`src/rtl/rv_multicycle_ctrl.sv`:
```
// ---------------------------------------------------------------------------
// rv_multicycle_ctrl
//   Moore-style control FSM that runs an RV32I datapath as a multi-cycle
//   machine: FETCH -> DECODE -> EXECUTE -> (MEM) -> WB over one shared
//   instruction/data memory port with a req/ready handshake.  Counts retired
//   instructions and traps permanently on an unsupported opcode.
//
// Ports
//   clk, rst        rising-edge clock, asynchronous active-high reset
//   opcode          IR[6:2], held from DECODE onward
//   br_taken        branch comparator result, sampled during WB
//   mem_ready       memory completes the current request this cycle
//   mem_req/mem_we  memory request / store qualifier
//   addr_sel        memory address select (0 PC, 1 ALU result register)
//   ir_we, mdr_we   capture memory read data into IR / MDR
//   alu_a_sel       ALU operand A (0 rs1, 1 PC, 2 zero)
//   alu_b_sel       ALU operand B (0 rs2, 1 imm)
//   alu_force_add   override decoded ALU op with ADD
//   pc_we, pc_sel   PC update enable / source (0 PC+4, 1 ALU, 2 ALU & ~1)
//   rf_we, wb_sel   register write enable / source (0 ALU, 1 MDR, 2 PC+4)
//   illegal         sticky trap flag
//   state           current state encoding (debug)
//   instret         retired instruction count
// ---------------------------------------------------------------------------
module rv_multicycle_ctrl #(
  parameter int unsigned COUNT_W = 32
) (
  input  logic               clk,
  input  logic               rst,
  input  logic [4:0]         opcode,
  input  logic               br_taken,
  input  logic               mem_ready,
  output logic               mem_req,
  output logic               mem_we,
  output logic               addr_sel,
  output logic               ir_we,
  output logic               mdr_we,
  output logic [1:0]         alu_a_sel,
  output logic               alu_b_sel,
  output logic               alu_force_add,
  output logic               pc_we,
  output logic [1:0]         pc_sel,
  output logic               rf_we,
  output logic [1:0]         wb_sel,
  output logic               illegal,
  output logic [2:0]         state,
  output logic [COUNT_W-1:0] instret
);

  typedef enum logic [2:0] {
    S_FETCH   = 3'd0,
    S_DECODE  = 3'd1,
    S_EXECUTE = 3'd2,
    S_MEM     = 3'd3,
    S_WB      = 3'd4,
    S_TRAP    = 3'd5
  } state_t;

  localparam logic [4:0] OPC_LOAD   = 5'b00000;
  localparam logic [4:0] OPC_STORE  = 5'b01000;
  localparam logic [4:0] OPC_BRANCH = 5'b11000;
  localparam logic [4:0] OPC_JAL    = 5'b11011;
  localparam logic [4:0] OPC_JALR   = 5'b11001;
  localparam logic [4:0] OPC_OP     = 5'b01100;
  localparam logic [4:0] OPC_LUI    = 5'b01101;
  localparam logic [4:0] OPC_AUIPC  = 5'b00101;
  localparam logic [4:0] OPC_OPIMM  = 5'b00100;

  state_t             r_state;
  logic [COUNT_W-1:0] r_instret;

  logic w_is_load;
  logic w_is_store;
  logic w_is_branch;
  logic w_is_jal;
  logic w_is_jalr;
  logic w_is_op;
  logic w_is_lui;
  logic w_is_auipc;
  logic w_is_opimm;
  logic w_legal;

  // Opcode class decode from the held IR field
  always_comb begin
    w_is_load   = (opcode == OPC_LOAD);
    w_is_store  = (opcode == OPC_STORE);
    w_is_branch = (opcode == OPC_BRANCH);
    w_is_jal    = (opcode == OPC_JAL);
    w_is_jalr   = (opcode == OPC_JALR);
    w_is_op     = (opcode == OPC_OP);
    w_is_lui    = (opcode == OPC_LUI);
    w_is_auipc  = (opcode == OPC_AUIPC);
    w_is_opimm  = (opcode == OPC_OPIMM);
    w_legal     = w_is_load | w_is_store | w_is_branch | w_is_jal | w_is_jalr |
                  w_is_op | w_is_lui | w_is_auipc | w_is_opimm;
  end

  // State sequencing and retired-instruction counter
  always_ff @(posedge clk or posedge rst) begin
    if (rst) begin
      r_state   <= S_FETCH;
      r_instret <= '0;
    end else begin
      case (r_state)
        S_FETCH:   if (mem_ready) r_state <= S_DECODE;
        S_DECODE:  r_state <= w_legal ? S_EXECUTE : S_TRAP;
        S_EXECUTE: r_state <= (w_is_load | w_is_store) ? S_MEM : S_WB;
        S_MEM:     if (mem_ready) r_state <= S_WB;
        S_WB: begin
          r_state   <= S_FETCH;
          r_instret <= r_instret + COUNT_W'(1);
        end
        S_TRAP:    r_state <= S_TRAP;
        default:   r_state <= S_TRAP;
      endcase
    end
  end

  // Output decode from the current state; the only input terms are the
  // ready-qualified capture strobes and the WB branch decision.
  always_comb begin
    mem_req       = 1'b0;
    mem_we        = 1'b0;
    addr_sel      = 1'b0;
    ir_we         = 1'b0;
    mdr_we        = 1'b0;
    alu_a_sel     = 2'd0;
    alu_b_sel     = 1'b0;
    alu_force_add = 1'b0;
    pc_we         = 1'b0;
    pc_sel        = 2'd0;
    rf_we         = 1'b0;
    wb_sel        = 2'd0;
    illegal       = 1'b0;
    case (r_state)
      S_FETCH: begin
        mem_req = 1'b1;
        // Keep the capture strobe quiet while reset is asserted
        ir_we   = mem_ready & ~rst;
      end
      S_DECODE: begin
      end
      S_EXECUTE: begin
        if (w_is_op) begin
          alu_a_sel     = 2'd0;
          alu_b_sel     = 1'b0;
          alu_force_add = 1'b0;
        end else if (w_is_opimm) begin
          alu_a_sel     = 2'd0;
          alu_b_sel     = 1'b1;
          alu_force_add = 1'b0;
        end else if (w_is_lui) begin
          alu_a_sel     = 2'd2;
          alu_b_sel     = 1'b1;
          alu_force_add = 1'b1;
        end else if (w_is_auipc | w_is_jal | w_is_branch) begin
          alu_a_sel     = 2'd1;
          alu_b_sel     = 1'b1;
          alu_force_add = 1'b1;
        end else begin
          // LOAD / STORE / JALR: address or target = rs1 + imm
          alu_a_sel     = 2'd0;
          alu_b_sel     = 1'b1;
          alu_force_add = 1'b1;
        end
      end
      S_MEM: begin
        mem_req  = 1'b1;
        addr_sel = 1'b1;
        mem_we   = w_is_store;
        mdr_we   = mem_ready & w_is_load;
      end
      S_WB: begin
        pc_we = 1'b1;
        if (w_is_jal) begin
          pc_sel = 2'd1;
        end else if (w_is_jalr) begin
          pc_sel = 2'd2;
        end else if (w_is_branch) begin
          pc_sel = br_taken ? 2'd1 : 2'd0;
        end else begin
          pc_sel = 2'd0;
        end
        rf_we = ~(w_is_store | w_is_branch);
        if (w_is_load) begin
          wb_sel = 2'd1;
        end else if (w_is_jal | w_is_jalr) begin
          wb_sel = 2'd2;
        end else begin
          wb_sel = 2'd0;
        end
      end
      S_TRAP: begin
        illegal = 1'b1;
      end
      default: begin
      end
    endcase
  end

  assign state   = r_state;
  assign instret = r_instret;

endmodule

```
`config.mk`:
```
export PLATFORM = sky130hd
export DESIGN_NAME = rv_multicycle_ctrl
export DESIGN_NICKNAME = d
export VERILOG_FILES = /design/src/rtl/rv_multicycle_ctrl.sv
export SDC_FILE = /design/constraint.sdc
export NUM_CORES = 1
export LEC_CHECK = 0
export CAP_MARGIN = 20
export CORE_MARGIN = 2
export CORE_UTILIZATION = 42
export CTS_CLUSTER_DIAMETER = 30
export CTS_CLUSTER_SIZE = 12
export DETAILED_ROUTE_END_ITERATION = 12
export GPL_TIMING_DRIVEN = 1
export PLACE_DENSITY_LB_ADDON = 0.12
export SETUP_SLACK_MARGIN = 0.5
export SYNTH_ARGS = -nofsm -noshare
export SYNTH_HDL_FRONTEND = slang
export SYNTH_SLANG_ARGS = --single-unit
```
`constraint.sdc`:
```
create_clock -name clk -period 1.65 [get_ports clk]
set_input_delay 0.33 -clock clk [delete_from_list [all_inputs] [get_ports clk]]
set_output_delay 0.33 -clock clk [all_outputs]
set_load 0.1 [all_outputs]
```
==> flow_summary.json, run 1 <==
{
  "yosysWarnings": 0,
  "synth_seq_cells": 35,
  "numCtsBuffers": 5,
  "die_x_microns": 71.8,
  "yosys.area_share.simple": 0.317,
  "postCtsSetupBuffers": 30,
  "seq_area_frac_synth": 0.453,
  "cts_root_buffer": "clkbuf_8",
  "cts_max_path_buffers": 2,
  "synth_area_per_cell_sq_um": 10.1,
  "cts_sinks": 35,
  "synth_mux_area_frac": 0,
  "die_h_microns": 71.8,
  "synth_ff_type": "dfrtp_1",
  "postCtsResizedCells": 76,
  "io_pins": 60,
  "rows": 24,
  "async_flop_share": 1.00,
  "cts_hold_buffers": 0,
  "htree_levels": 2,
  "synth_fa_ha_area_frac": 0.00647,
  "synth_nets": 202,
  "initial_utilization": 0.441,
  "synth.distinct_cells": 44,
  "synth_xor_area_frac": 0.140,
  "synth.cell_area_sq_um": 1930,
  "haltStage": "clock tree synthesis (4_1_cts)",
  "netlist_instances": 192,
  "synth_compound_area_frac": 0.0466,
  "synth_top_family_by_area": "simple AND/OR/NAND/NOR gates",
  "synth_edf_count": 0,
  "status": "did not finish",
  "dp_hpwl_microns": 4570,
  "portBuffers": 59,
  "stop_error": "[ERROR DPL-0038] Utilization greater than 100%, impossible to legalize",
  "gp_congestion": 0.889
}
cell usage after synthesis, types with 2 or more instances:
master | instances | area share
nor2b_1 | 4 | 0.013
a211o_1 | 2 | 0.0091
a21oi_1 | 5 | 0.013
nand4_1 | 10 | 0.032
nor2_1 | 11 | 0.021
clkbuf_1 | 3 | 0.0058
and3b_1 | 2 | 0.0091
nor4_1 | 5 | 0.016
nor4_2 | 3 | 0.019
dfrtp_1 | 35 | 0.45
nand2_1 | 16 | 0.031
nand3_1 | 8 | 0.021
inv_1 | 9 | 0.017
nand4_4 | 2 | 0.022
xnor2_1 | 18 | 0.082
nor3_1 | 14 | 0.036
nand2b_1 | 3 | 0.0097
and4_1 | 2 | 0.0091
or3_1 | 2 | 0.0065
xor2_1 | 13 | 0.059
nand3_2 | 2 | 0.010
cells by family after synthesis:
logic type | count (synthesis)
simple gates | 96
flops | 35
buf+inv | 16
compound gates | 13
xor+xnor | 31
fa+ha+maj | 1
stage by stage:
| stage | util | TNS (ps) | area (sq um) | worst slack (ps) | instances |
|---|---|---|---|---|---|
| after floorplan | - | -14690 | 2350 | -945 | 192 |
| after detailed placement | 0.878 | -6340 | 3850 | -485 | 348 |
| after global placement | 0.878 | -4830 | 3850 | -459 | 348 |
==> run 2, diff against run 1 <==
CORE_UTILIZATION = 30   (was 42)
CTS_CLUSTER_DIAMETER = not set   (was 30)
CTS_CLUSTER_SIZE = not set   (was 12)
PLACE_DENSITY_LB_ADDON = 0.15   (was 0.12)
SETUP_SLACK_MARGIN = not set   (was 0.5)
clock period = 2.1 ns   (was 1.65 ns; I/O delays follow)
==> run 2 against run 1 <==
- the run now ends clean
- synthesized area did not move
- synthesized cell count did not move
==> flow_summary.json, run 2 <==
{
  "pre_cts_ws_ps": -200,
  "power.density_nw_per_um2": 1040,
  "cap_violations": 0,
  "p_leak_nw": 1.47,
  "final_common_cell": "buf_4",
  "crit_family": "flip-flops",
  "critPathKind": "flop to output pin",
  "synth_area_leaders": "dfrtp_1 (45%), xnor2_1 (8.2%), xor2_1 (5.9%)",
  "slew_headroom": 0.694,
  "cts_sinks": 35,
  "finalClockSkew_ps": 8.41,
  "p_int_mw": 1.80,
  "path_clk_slew_ps": 70,
  "synth_seq_cells": 35,
  "fin_crit_ps": 2100,
  "tightestPinTransition_ps": 459,
  "final_nets": 299,
  "netlist_instances": 192,
  "synthToLayoutAreaGrowth_pct": 71.8,
  "portBuffers": 59,
  "rsz0062_at_grt": "yes",
  "grtUsageTotal": 0.156,
  "max_stage_delay_ps": 490,
  "grt_pass1_wl_microns": 8910,
  "final_cells": 367,
  "die_h_microns": 84.3,
  "cts_tree": "built",
  "maxSlewViolCount": 0,
  "drt_first_pass_iters": 4,
  "synth.distinct_cells": 44,
  "irDropWorstVdd_uv": 914,
  "yosysMostFrequentCell": "dfrtp_1",
  "coreArea_sq_um": 6280,
  "drt-initial-drc-count": 84,
  "hold_viol": 0,
  "cp.arrival_ps": 1680,
  "yosysTopAreaCellShare": 0.453,
  "route.antenna.remaining_nets": 0,
  "power_frac_seq": 0.255,
  "grt_overflow": 0,
  "synth_nets": 202,
  "status": "finished, final reports clean",
  "stdcell_area_sq_um": 3320,
  "netSwitchingPower_mw": 1.65,
  "vias": 1766,
  "grt_pass1_vias": 1827,
  "cts_max_path_buffers": 2,
  "required_ps": 1680,
  "gp_congestion": 0.731,
  "finalSetupViolCount": 0,
  "layout_common_cells": "buf_4 (67), dfrtp_2 (21), xnor2_1 (18)",
  "synth_area_per_cell_sq_um": 10.1,
  "critical_path_buf_inv_count": 1,
  "worst_slack_ps": 0.475,
  "grt_max_degree": 36,
  "rows": 29,
  "numCtsBuffers": 5,
  "htree_levels": 2,
  "synth_common_cells": "dfrtp_1 (35), xnor2_1 (18), nand2_1 (16)",
  "tns_ps": 0,
  "yosysWarnings": 0,
  "antenna_found_initial": 0,
  "viasPerCell": 4.81,
  "swShare": 0.478,
  "synth.cell_area_sq_um": 1930,
  "nFillCells": 576,
  "wl_per_cell_microns": 13.8,
  "dp_hpwl_microns": 3720,
  "end_kind": "output pin",
  "clkPwrFrac": 0.183,
  "clk_latency_ps": 290,
  "cp_max_fo": 6,
  "async_flop_share": 1.00,
  "worst_hold_path_type": "flop to flop",
  "initial_utilization": 0.308,
  "seq_area_frac_synth": 0.453,
  "wl_microns": 5080,
  "largest_register_ffs": 32,
  "cts_root_buffer": "clkbuf_8",
  "drive_above_1_share": 0.538,
  "comb_power_share": 0.562,
  "worstPathCellList": "or3b_4 -> a31oi_4 -> buf_12",
  "utilization": 0.529,
  "drc": 0,
  "dieArea_sq_um": 7100,
  "synth_largest_area_cell": "dfrtp_1",
  "dpl_cell_area_sq_um": 3060,
  "num_antenna_cells": 0,
  "synth_ff_type": "dfrtp_1",
  "die_x_microns": 84.3,
  "io_pins": 60,
  "crit_path_start_kind": "flop",
  "synth_edf_count": 0,
  "cts_hold_buffers": 0,
  "cpMaxStageDelayCell": "dfrtp_4",
  "placed_cells": 346,
  "max_freq_ghz": 0.476,
  "fin_crit_sh": 1.00
}
run 2: cell counts after synthesis:
Identical to the previous run, type by type.
run 2: final timing paths:
path	cells after the start	endpoint	slack [ps]	startpoint
max	3	alu_b_sel	0.5	state[2]
min	1	instret[31]	480	instret[31]
max reg2reg	7	instret[25]	180	state[0]
min reg2reg	1	instret[31]	480	instret[31]
max in group asynchronous	3	instret[0]	1120	rst
min in group asynchronous	3	state[2]	620	rst
run 2: power groups by stage:
stage / Combinational (mW) / Clock (mW) / Sequential, mW
final: 1.94 / 0.631 / 0.882
after detailed placement: 1.73 / 0 / 0.903
after floorplan: 0.776 / 0 / 1.36
after CTS: 1.87 / 0.642 / 0.886
after global routing: 2.03 / 0.682 / 0.900
after global placement: 1.73 / 0 / 0.900
run 2: kinds of logic after synthesis:
group                      share of synthesized area
and+or+nand+nor                                0.317
AOI/OAI and AO/OA                             0.0466
xor gates and xnor gates                       0.140
buffers and inverters                         0.0369
DFF                                            0.453
adders and majority gates                    0.00647
run 2: layout make-up:
class                           count  area [sq um]  share of cell area
Clock buffer                        6          82.6              0.0249
Clock inverter                      2          35.0              0.0106
Inverter                           10          50.0              0.0151
Multi-Input combinational cell    141          1190               0.358
Sequential cell                    35           910               0.274
Tap cell                           77          96.3              0.0290
Timing Repair Buffer               96           958               0.289
run 2: per-stage QoR:
stage	hold slack (ps)	power, mW
after detailed placement	470	2.63
after global placement	465	2.63
after global routing	512	3.61
after CTS	479	3.40
final	479	3.45
after floorplan	573	2.13
run 2: metal layers:
metal  vias to the layer above  global-route usage  part of all wire
li1                        872                   -                 -
met1                       834               0.201              0.42
met2                        54               0.241              0.48
met3                         6              0.0551             0.082
met4                         0              0.0587             0.015
met5                         -                   0                 0
run 2: worst register-to-register path: cells and delay by family (launching register included):
family / cells / cell delay (ps)
xor gates and xnor gates: 1 / 150
buffers and inverters: 3 / 440
DFF: 1 / 500
and+or+nand+nor: 3 / 700
run 2: what timing repair did:
| item | in CTS | in global routing |
|---|---|---|
| endpoints found under the setup margin | 13 | 11 |
| hold endpoints to repair | 0 | 0 |
| gates cloned | 0 | 0 |
| pin swaps | 8 | 8 |
| setup buffers | 8 | 5 |
| gates resized for setup | 14 | 7 |
No activity file was read; power rests on OpenSTA's default activity.
==> run 3, diff against run 2 <==
ABC_AREA = 1   (was not set)
CTS_BUF_LIST = sky130_fd_sc_hd__clkbuf_2 sky130_fd_sc_hd__clkbuf_4 sky130_fd_sc_hd__clkbuf_8   (was not set)
==> run 3 against run 2 <==
- combinational power fell by 12%
- utilization is 6.3 points lower
- first-iteration DRC count up 7.1%
- cell area increased by 7.9%
- total power fell by 7.1%
- fmax increased by 4.2%
- synthesized cell count is 83% higher
- hold slack better by 32 ps
- non-clock buffer count shrank 15
- clock skew increased by 0.74 ps
- cell count increased by 47%
- critical path type unchanged
==> flow_summary.json, run 3 <==
{
  "status": "finished, final reports clean",
  "synthToLayoutAreaGrowth_pct": 52.0,
  "io_pins": 60,
  "vias": 2400,
  "synth.cell_area_sq_um": 2360,
  "tightestPinTransition_ps": 398,
  "cpMaxStageDelayCell": "dfrtp_4",
  "synth_largest_area_cell": "dfrtp_1",
  "viasPerCell": 4.44,
  "coreArea_sq_um": 7690,
  "synth_area_per_cell_sq_um": 6.70,
  "yosys.area_share.simple": 0.465,
  "gp_congestion": 0.808,
  "synth_mux_area_frac": 0,
  "synth_edf_count": 0,
  "route.antenna.remaining_nets": 0,
  "drt-initial-drc-count": 90,
  "fin_crit_sh": 0.960,
  "wl_per_cell_microns": 11.9,
  "antenna_found_initial": 0,
  "synth_common_cells": "nand2_1 (131), nor2_1 (49), inv_1 (43)",
  "critical_path_buf_inv_count": 1,
  "fin_crit_ps": 2020,
  "clk_latency_ps": 290,
  "largest_register_ffs": 32,
  "die_x_microns": 92.6,
  "htree_levels": 2,
  "grt_pass1_wl_microns": 11100,
  "finalSetupViolCount": 0,
  "required_ps": 1680,
  "finalClockSkew_ps": 9.15,
  "max_freq_ghz": 0.496,
  "cp.arrival_ps": 1600,
  "numCtsBuffers": 5,
  "grtUsageTotal": 0.160,
  "layout_common_cells": "nand2_1 (129), buf_4 (56), nor2_1 (43)",
  "worstPathCellList": "nor2_4 -> nand2_8 -> nor3_4 -> buf_12",
  "grt_pass1_vias": 2313,
  "synth_area_leaders": "dfrtp_1 (37%), nand2_1 (21%), nor2_1 (7.8%)",
  "synth.distinct_cells": 26,
  "end_kind": "output pin",
  "synth_nets": 362,
  "cts_sinks": 35,
  "cts_root_buffer": "clkbuf_8",
  "seq_area_frac_synth": 0.372,
  "yosysTopAreaCellShare": 0.372,
  "dp_hpwl_microns": 5060,
  "die_h_microns": 92.6,
  "irDropWorstVdd_uv": 469,
  "cts_tree": "built",
  "holdWs_ps": 511,
  "num_antenna_cells": 0,
  "rows": 32,
  "cap_violations": 0,
  "drt_first_pass_iters": 4,
  "cts_max_path_buffers": 2,
  "final_nets": 447,
  "drc": 0,
  "utilization": 0.466,
  "wl_microns": 6410,
  "path_clk_slew_ps": 80,
  "cp_max_fo": 13,
  "synth_ff_type": "dfrtp_1",
  "synth_seq_cells": 35,
  "grt_overflow": 0,
  "initial_utilization": 0.307,
  "crit_path_start_kind": "flop",
  "async_flop_share": 1.00,
  "p_leak_nw": 1.74,
  "cts_hold_buffers": 0,
  "grt_max_degree": 19,
  "synth_xor_area_frac": 0.0632,
  "dieArea_sq_um": 8580,
  "maxSlewViolCount": 0,
  "synth_top_family_by_area": "simple AND/OR/NAND/NOR gates",
  "crit_family": "simple AND/OR/NAND/NOR gates",
  "netlist_instances": 352,
  "yosysWarnings": 0,
  "max_stage_delay_ps": 530,
  "critPathKind": "flop to output pin",
  "final_common_cell": "nand2_1",
  "nFillCells": 807,
  "synth_compound_area_frac": 0.0170,
  "hold_viol": 0,
  "slew_headroom": 0.734,
  "yosysMostFrequentCell": "nand2_1",
  "portBuffers": 59,
  "rsz0062_at_grt": "no",
  "drive_above_1_share": 0.292,
  "synth_fa_ha_area_frac": 0.00531,
  "power.density_nw_per_um2": 895,
  "worst_hold_path_type": "input pin to async pin"
}
## run 3: changes by cell type after synthesis, moves of 9 or more
cell	before	now
inv_1	9	43
nor2_2	0	9
nand2_1	16	131
nand3_1	8	26
xnor2_1	18	3
nor2_1	11	49
## run 3: layout make-up
cell class / count / area, sq um / share of cell area
multi-input combinational: 270 / 1460 / 0.407
sequential: 35 / 890 / 0.248
timing repair buffer: 81 / 826 / 0.231
inverter: 44 / 169 / 0.0472
tap: 102 / 128 / 0.0356
clock buffer: 5 / 68.8 / 0.0192
clock inverter: 3 / 43.8 / 0.0122
## run 3: what timing repair did
item / in CTS / in global routing
resized for setup: 16 / 2
endpoints found under the hold margin: 0 / 0
setup endpoints to repair: 9 / 3
pin swaps: 4 / 0
buffers inserted: 6 / 0
## run 3: final timing paths
path / start / end / slack, ps / depth (start not counted)
setup / recovery: state[0] / pc_sel[1] / 80 / 4
hold / removal: rst / state[1] / 510 / 2
setup reg to reg: state[0] / instret[19] / 400 / 8
hold reg to reg: instret[5] / instret[5] / 520 / 1
max in group asynchronous: rst / instret[26] / 980 / 3
min in group clk: instret[5] / instret[5] / 520 / 1
## run 3: kinds of logic after synthesis
kind of cell | Yosys count
buffers and inverters | 47
AOI/OAI and AO/OA | 7
DFF | 35
adders and majority gates | 1
xor gates and xnor gates | 17
and+or+nand+nor | 245
## run 3: power breakdown
part,internal (mW),switching (mW),leakage (nW)
clock network,0.353,0.263,0.0581
logic,0.454,1.26,1.21
registers,0.759,0.121,0.472
total,1.57,1.64,1.74
## run 3: metrics by stage
step / instances / area, sq um / setup slack [ps] / power, mW / setup TNS, ps
2_1_floorplan: 352 / 2490 / -156 / 2.12 / -789
3_3_place_gp: 526 / 3380 / -124 / 2.58 / -544
3_5_place_dp: 526 / 3380 / -117 / 2.58 / -577
4_1_cts: 540 / 3570 / 4.50 / 3.21 / 0
5_1_grt: 540 / 3580 / 5.89 / 3.37 / 0
6_report: 540 / 3580 / 84.5 / 3.21 / 0
## run 3: metal layers
layer / GRT usage / vias to the layer above / share of wire / wire length, microns
li1: - / 1257 / - / -
met1: 0.235 / 1089 / 0.51 / 3250
met2: 0.249 / 47 / 0.44 / 2830
met3: 0.0269 / 7 / 0.044 / 279
met4: 0.0331 / 0 / 0.0089 / 57
met5: 0 / - / 0 / 0
## run 3: worst register-to-register path: cells and delay by family (launching register included)
kind,cells,cell delay (ps)
AND/OR/NAND/NOR,7,840
flip-flops,1,530
buffers and inverters,1,230
==> run 4, diff against run 3 <==
SLEW_MARGIN = 20   (was not set)
==> results of run 4 <==
Final layout, timing and power as in run 3 (identical DEF).
